===== config.mk =====
export PLATFORM = sky130hd
export DESIGN_NAME = simmem_write_resp_releaser
export DESIGN_NICKNAME = d
export VERILOG_FILES = /design/src/rtl/simmem_pkg.sv /design/src/rtl/simmem_lowest_one.sv /design/src/rtl/simmem_write_resp_releaser.sv
export SDC_FILE = /design/constraint.sdc
export NUM_CORES = 1
export LEC_CHECK = 0
export CAP_MARGIN = 40
export CORE_MARGIN = 8
export CORE_UTILIZATION = 41
export CTS_BUF_LIST = sky130_fd_sc_hd__clkbuf_4 sky130_fd_sc_hd__clkbuf_8
export CTS_CLUSTER_DIAMETER = 80
export DETAILED_ROUTE_END_ITERATION = 8
export PLACE_DENSITY = 0.72
export SYNTH_ARGS = -nofsm -noshare
export SYNTH_HDL_FRONTEND = slang
export SYNTH_SLANG_ARGS = --single-unit

===== constraint.sdc =====
create_clock -name clk_i -period 2.19 [get_ports clk_i]
set_clock_uncertainty 0.05 [all_clocks]
set_input_delay 0.3285 -clock clk_i [delete_from_list [all_inputs] [get_ports clk_i]]
set_output_delay 0.3285 -clock clk_i [all_outputs]
set_load 0.03 [all_outputs]

===== src/rtl/simmem_pkg.sv =====
// Shared types and defaults for the simulated-memory write-response release logic.
package simmem_pkg;

    localparam int unsigned RelIdWidth    = 4;
    localparam int unsigned RelNumSlots   = 8;
    localparam int unsigned RelDelayWidth = 6;

    // One outstanding delay entry; cnt == 0 with valid set means released.
    typedef struct packed {
        logic                     valid;
        logic [RelIdWidth-1:0]    id;
        logic [RelDelayWidth-1:0] cnt;
    } releaser_slot_t;

endpackage


===== src/rtl/simmem_lowest_one.sv =====
// Priority encoder: one-hot of the lowest set request bit, plus an any-set flag.
module simmem_lowest_one #(
    parameter int unsigned NumSlots = 8
) (
    input  logic [NumSlots-1:0] req,
    output logic [NumSlots-1:0] onehot,
    output logic                any
);

    // Scanning downwards lets the lowest set bit overwrite any higher one.
    always_comb begin
        onehot = '0;
        for (int i = NumSlots - 1; i >= 0; i--) begin
            if (req[i]) begin
                onehot    = '0;
                onehot[i] = 1'b1;
            end
        end
    end

    assign any = |req;

endmodule


===== src/rtl/simmem_write_resp_releaser.sv =====
// Holds per-burst delay entries and raises release_en per AXI ID once an entry of that ID expires.
module simmem_write_resp_releaser
    import simmem_pkg::*;
#(
    parameter int unsigned IDWidth    = RelIdWidth,
    parameter int unsigned NumSlots   = RelNumSlots,
    parameter int unsigned DelayWidth = RelDelayWidth
) (
    input  logic                    clk_i,
    input  logic                    rst_i,
    input  logic                    req_valid_i,
    output logic                    req_ready_o,
    input  logic [IDWidth-1:0]      req_id_i,
    input  logic [DelayWidth-1:0]   req_delay_i,
    output logic [2**IDWidth-1:0]   release_en_o,
    input  logic                    done_valid_i,
    input  logic [IDWidth-1:0]      done_id_i,
    output logic                    spurious_o
);

    localparam logic [DelayWidth-1:0] CntOne = 1;

    releaser_slot_t slots [NumSlots];

    logic [NumSlots-1:0] free_vec;
    logic [NumSlots-1:0] expired_vec;
    logic [NumSlots-1:0] match_vec;
    logic [NumSlots-1:0] alloc_oh;
    logic [NumSlots-1:0] match_oh;
    logic [NumSlots-1:0] retire_oh;
    logic                any_free;
    logic                any_match;
    logic                accept;

    always_comb begin
        for (int i = 0; i < NumSlots; i++) begin
            free_vec[i]    = ~slots[i].valid;
            expired_vec[i] = slots[i].valid && (slots[i].cnt == '0);
            match_vec[i]   = expired_vec[i] && (slots[i].id == done_id_i);
        end
    end

    simmem_lowest_one #(.NumSlots(NumSlots)) u_alloc (
        .req    (free_vec),
        .onehot (alloc_oh),
        .any    (any_free)
    );

    simmem_lowest_one #(.NumSlots(NumSlots)) u_retire (
        .req    (match_vec),
        .onehot (match_oh),
        .any    (any_match)
    );

    assign req_ready_o = any_free;
    assign accept      = req_valid_i && any_free;
    assign retire_oh   = match_oh & {NumSlots{done_valid_i}};

    // Only registered state feeds release_en, so the bank never sees a req/done path.
    always_comb begin
        release_en_o = '0;
        for (int i = 0; i < NumSlots; i++) begin
            if (expired_vec[i]) begin
                release_en_o[slots[i].id] = 1'b1;
            end
        end
    end

    // A retired slot is expired, hence never also the allocation target this cycle.
    always_ff @(posedge clk_i) begin
        if (rst_i) begin
            for (int i = 0; i < NumSlots; i++) begin
                slots[i] <= '0;
            end
            spurious_o <= 1'b0;
        end else begin
            for (int i = 0; i < NumSlots; i++) begin
                if (retire_oh[i]) begin
                    slots[i].valid <= 1'b0;
                end else if (accept && alloc_oh[i]) begin
                    slots[i].valid <= 1'b1;
                    slots[i].id    <= req_id_i;
                    slots[i].cnt   <= req_delay_i;
                end else if (slots[i].valid && (slots[i].cnt != '0)) begin
                    slots[i].cnt <= slots[i].cnt - CntOne;
                end
            end
            spurious_o <= done_valid_i && !any_match;
        end
    end

endmodule


==> flow_metrics.py <==
metrics = {
    "clocking": {
        "clock-root-buffer": "clkbuf_8",
        "clk-insertion-delay-late_ps": 360,
        "numClockSinks": 89,
        "cts_tree": "yes",
        "clockBufferDepth": 2,
        "cts_max_level": 3,
        "clk_pin_slew_ps": 90,
        "cts_buffers": 9,
    },
    "die": {
        "core_area_um2": 15100,
        "rows": 45,
        "start_util_pct": 41.7,
        "die_y_um": 140,
        "dieArea_um2": 19600,
        "fp.dieW_um": 140,
        "ioPinCount": 36,
    },
    "logic_synthesis": {
        "synth_ff_type": "edfxtp_1",
        "yosys_warnings": 0,
        "syn_avg_cell_area_um2": 8.97,
        "syn_nets": 734,
        "ys_top_cells_by_area": "edfxtp_1 (42%), nor2_1 (5.6%), nand2_1 (4.9%), xor2_1 (4.9%), xnor2_1 (4.0%)",
        "synth_top_family_by_area": "simple AND/OR/NAND/NOR gates",
        "synth_compound_area_share_pct": 12.3,
        "synth_edf_count": 88,
        "synth-seq-cells": 89,
        "yosysTopAreaCellShare_pct": 42.0,
        "synth_cell_types": 60,
        "yosys.area_share.xor_xnor_pct": 8.91,
        "synth_top_cell_by_area": "edfxtp_1",
        "netlist_instances": 701,
        "synth_fa_ha_area_share_pct": 2.98,
        "syn_area_um2": 6290,
        "synthSimpleGateAreaFrac_pct": 29.1,
        "seq_area_frac_synth_pct": 42.3,
        "async_reset_ff_share_pct": 0,
        "muxShareOfSynthArea_pct": 0,
    },
    "worst_setup_path": {
        "path_cells": "nor4_4 -> nand3_2 -> buf_6 -> or3_4 -> o211ai_1 -> or4_4 -> buf_6",
        "cp_data_required_time_ps": 1810,
        "crit_path_max_incr_delay_ps": 450,
        "worst-path-buf-inv": 2,
        "worstPathArrival_ps": 2450,
        "path_common_cell": "buf_6",
        "path_class": "register to output port",
        "cp-end-kind": "output port",
        "setup.worst_path.start": "slots[0][14]$_SDFFCE_PN0P_",
        "critPathSlowestCell": "edfxtp_1",
        "critPathTopFamily": "simple AND/OR/NAND/NOR gates",
        "critPathMaxFanout": 4,
        "reg2reg_from": "slots[0][23]$_SDFFCE_PN0P_",
        "start_kind": "register",
    },
    "sta": {
        "finalSetupViolCount": 19,
        "period_needed_ps": 2830,
        "rsz0062_at_grt": "true",
        "relSlewSlack_pct": 62.0,
        "worstMarginPinSlew_ps": 569,
        "hold_viol": 0,
        "fmax_mhz": 354,
        "setup_ws_ps": -635,
        "whs_ps": 626,
        "finalCritPeriodShare_pct": 129,
        "drv_slew": 0,
    },
    "drt": {
        "vias_per_cell": 5.64,
        "detail-route-antenna-nets": 0,
        "wl_mm": 21.1,
        "route.detailed.drc": 0,
        "dr.pass1.iters": 5,
        "num_vias": 6445,
        "routedWlPerCell_um": 18.5,
        "drt_iter0_drc": 466,
    },
    "final_layout": {
        "fin_nets": 982,
        "drive_above_1_share_pct": 37.9,
        "final_util_pct": 61.3,
        "nFillCells": 1232,
        "mostFrequentLayoutCell": "buf_4",
        "antenna-diode-count": 0,
        "area_delta_synth_final_pct": 47.1,
        "final_cell_mix": "buf_4 (221), nor2_1 (93), edfxtp_1 (88), nand2_1 (78), xor2_1 (34)",
        "fin_area_um2": 9250,
    },
    "grt": {
        "overflow": 0,
        "grt_pass1_vias": 6476,
        "busiest_layer": "met2",
        "antenna_found_initial": 0,
        "gr-usage-met1_pct": 25.4,
        "met3_usage_pct": 2.74,
        "grt_max_degree": 24,
        "grt_pass1_wl_mm": 32.5,
        "grt_util_all_layers_pct": 20.7,
        "met2_usage_pct": 34.8,
    },
    "place": {
        "io_buffers": 35,
        "gp_congestion": 1.01,
        "place_area_um2": 8310,
        "dpl.hpwl_mm": 15.8,
    },
    "outcome": {
        "violations": "negative setup slack",
        "outcome": "finished with violations",
    },
    "power": {
        "powerDensity_nw_per_um2": 498,
        "max-vdd-ir-drop_mv": 0.259,
        "cellLeakagePower_nw": 3.66,
    },
    "min_path": {
        "min_path_type": "register to register",
        "min_from": "slots[1][22]$_SDFFCE_PP0P_",
    },
    "run": {
        "timing.max_cap.violations": 0,
    },
}
==> Yosys cell counts (all sizes together) (3+ instances only) <==
| cell | instances |
|---|---|
| nor2 | 95 |
| edfxtp | 88 |
| nand2 | 82 |
| o21ai | 35 |
| xor2 | 35 |
| inv | 34 |
| xnor2 | 29 |
| nand2b | 24 |
| clkbuf | 23 |
| nand3 | 22 |
| nor3 | 22 |
| or3 | 18 |
| nand4 | 17 |
| ha | 15 |
| nor4 | 15 |
| o22ai | 14 |
| a211oi | 13 |
| nor2b | 12 |
| buf | 10 |
| or4 | 10 |
| o32ai | 8 |
| o22a | 7 |
| or2 | 7 |
| a2bb2oi | 6 |
| nand3b | 6 |
| nand4b | 6 |
| and3 | 5 |
| o211ai | 5 |
| and2 | 4 |
| a21oi | 3 |
| o221ai | 3 |
| o31ai | 3 |
| o32a | 3 |
==> kinds of logic (layout without fill, tap and decap cells) <==
logic type | Yosys count | count (layout)
DFF | 89 | 89
xor gates and xnor gates | 64 | 64
buffers and inverters | 67 | 320
adders and majority gates | 15 | 15
and+or+nand+nor | 354 | 354
AOI/OAI and AO/OA | 112 | 112
==> through the flow <==
step,setup TNS [ps],instances,total power [mW],setup slack [ps]
after floorplan,-309,701,2.72,-146
after global placement,-12750,1093,3.23,-710
after detailed placement,-14420,1093,3.26,-741
after CTS,-10010,1141,4.53,-650
after global routing,-10470,1142,4.79,-706
final,-9070,1142,4.61,-635
==> power by group <==
group	switching [mW]	internal, mW	total [mW]
sequential	0.0930	2.02	2.11
clock	0.612	0.594	1.21
combinational	0.652	0.637	1.29
total	1.36	3.25	4.61
==> path summary, 6_finish.rpt <==
path                                end  slack (ps)  depth (start not counted)
max reg2reg  slots[1][32]$_SDFFCE_PP0P_        -150                          9
min reg2reg  slots[1][22]$_SDFFCE_PP0P_         630                          2
min          slots[1][22]$_SDFFCE_PP0P_         630                          2
max                     release_en_o[4]        -640                          7
==> registers in the layout, indices dropped and copies added, names as in the netlist <==
signal,count
slots,88
spurious_o,1
==> metal layers <==
metal | vias to the layer above | part of all wire [%]
met4 | 0 | 3.9
met1 | 3102 | 42
met3 | 61 | 4.9
met2 | 240 | 49
li1 | 3042 | -
met5 | - | 0
==> final cells by class <==
| cell class | count | area (um^2) | share of cell area [%] |
|---|---|---|---|
| multi-input combinational | 545 | 3810 | 41.2 |
| sequential | 89 | 2660 | 28.8 |
| clock buffer | 11 | 151 | 1.64 |
| clock inverter | 5 | 61.3 | 0.663 |
| inverter | 34 | 128 | 1.38 |
| tap | 188 | 235 | 2.54 |
| timing repair buffer | 270 | 2200 | 23.8 |
==> worst min-delay path, cell delays in order, from the launching register on <==
cell	delay [ps]
edfxtp_1	350
buf_4	110
a211oi_1	50
==> timing repair <==
action | 4_1_cts | 5_1_grt
endpoints found under the hold margin | 0 | 0
pin swaps | 34 | 32
buffers inserted | 32 | 11
setup endpoints to repair | 20 | 33
gates resized for setup | 83 | 52
hold buffers | 0 | 0
cloned | 0 | 0
Note: power is estimated with default switching activity, not from simulation.
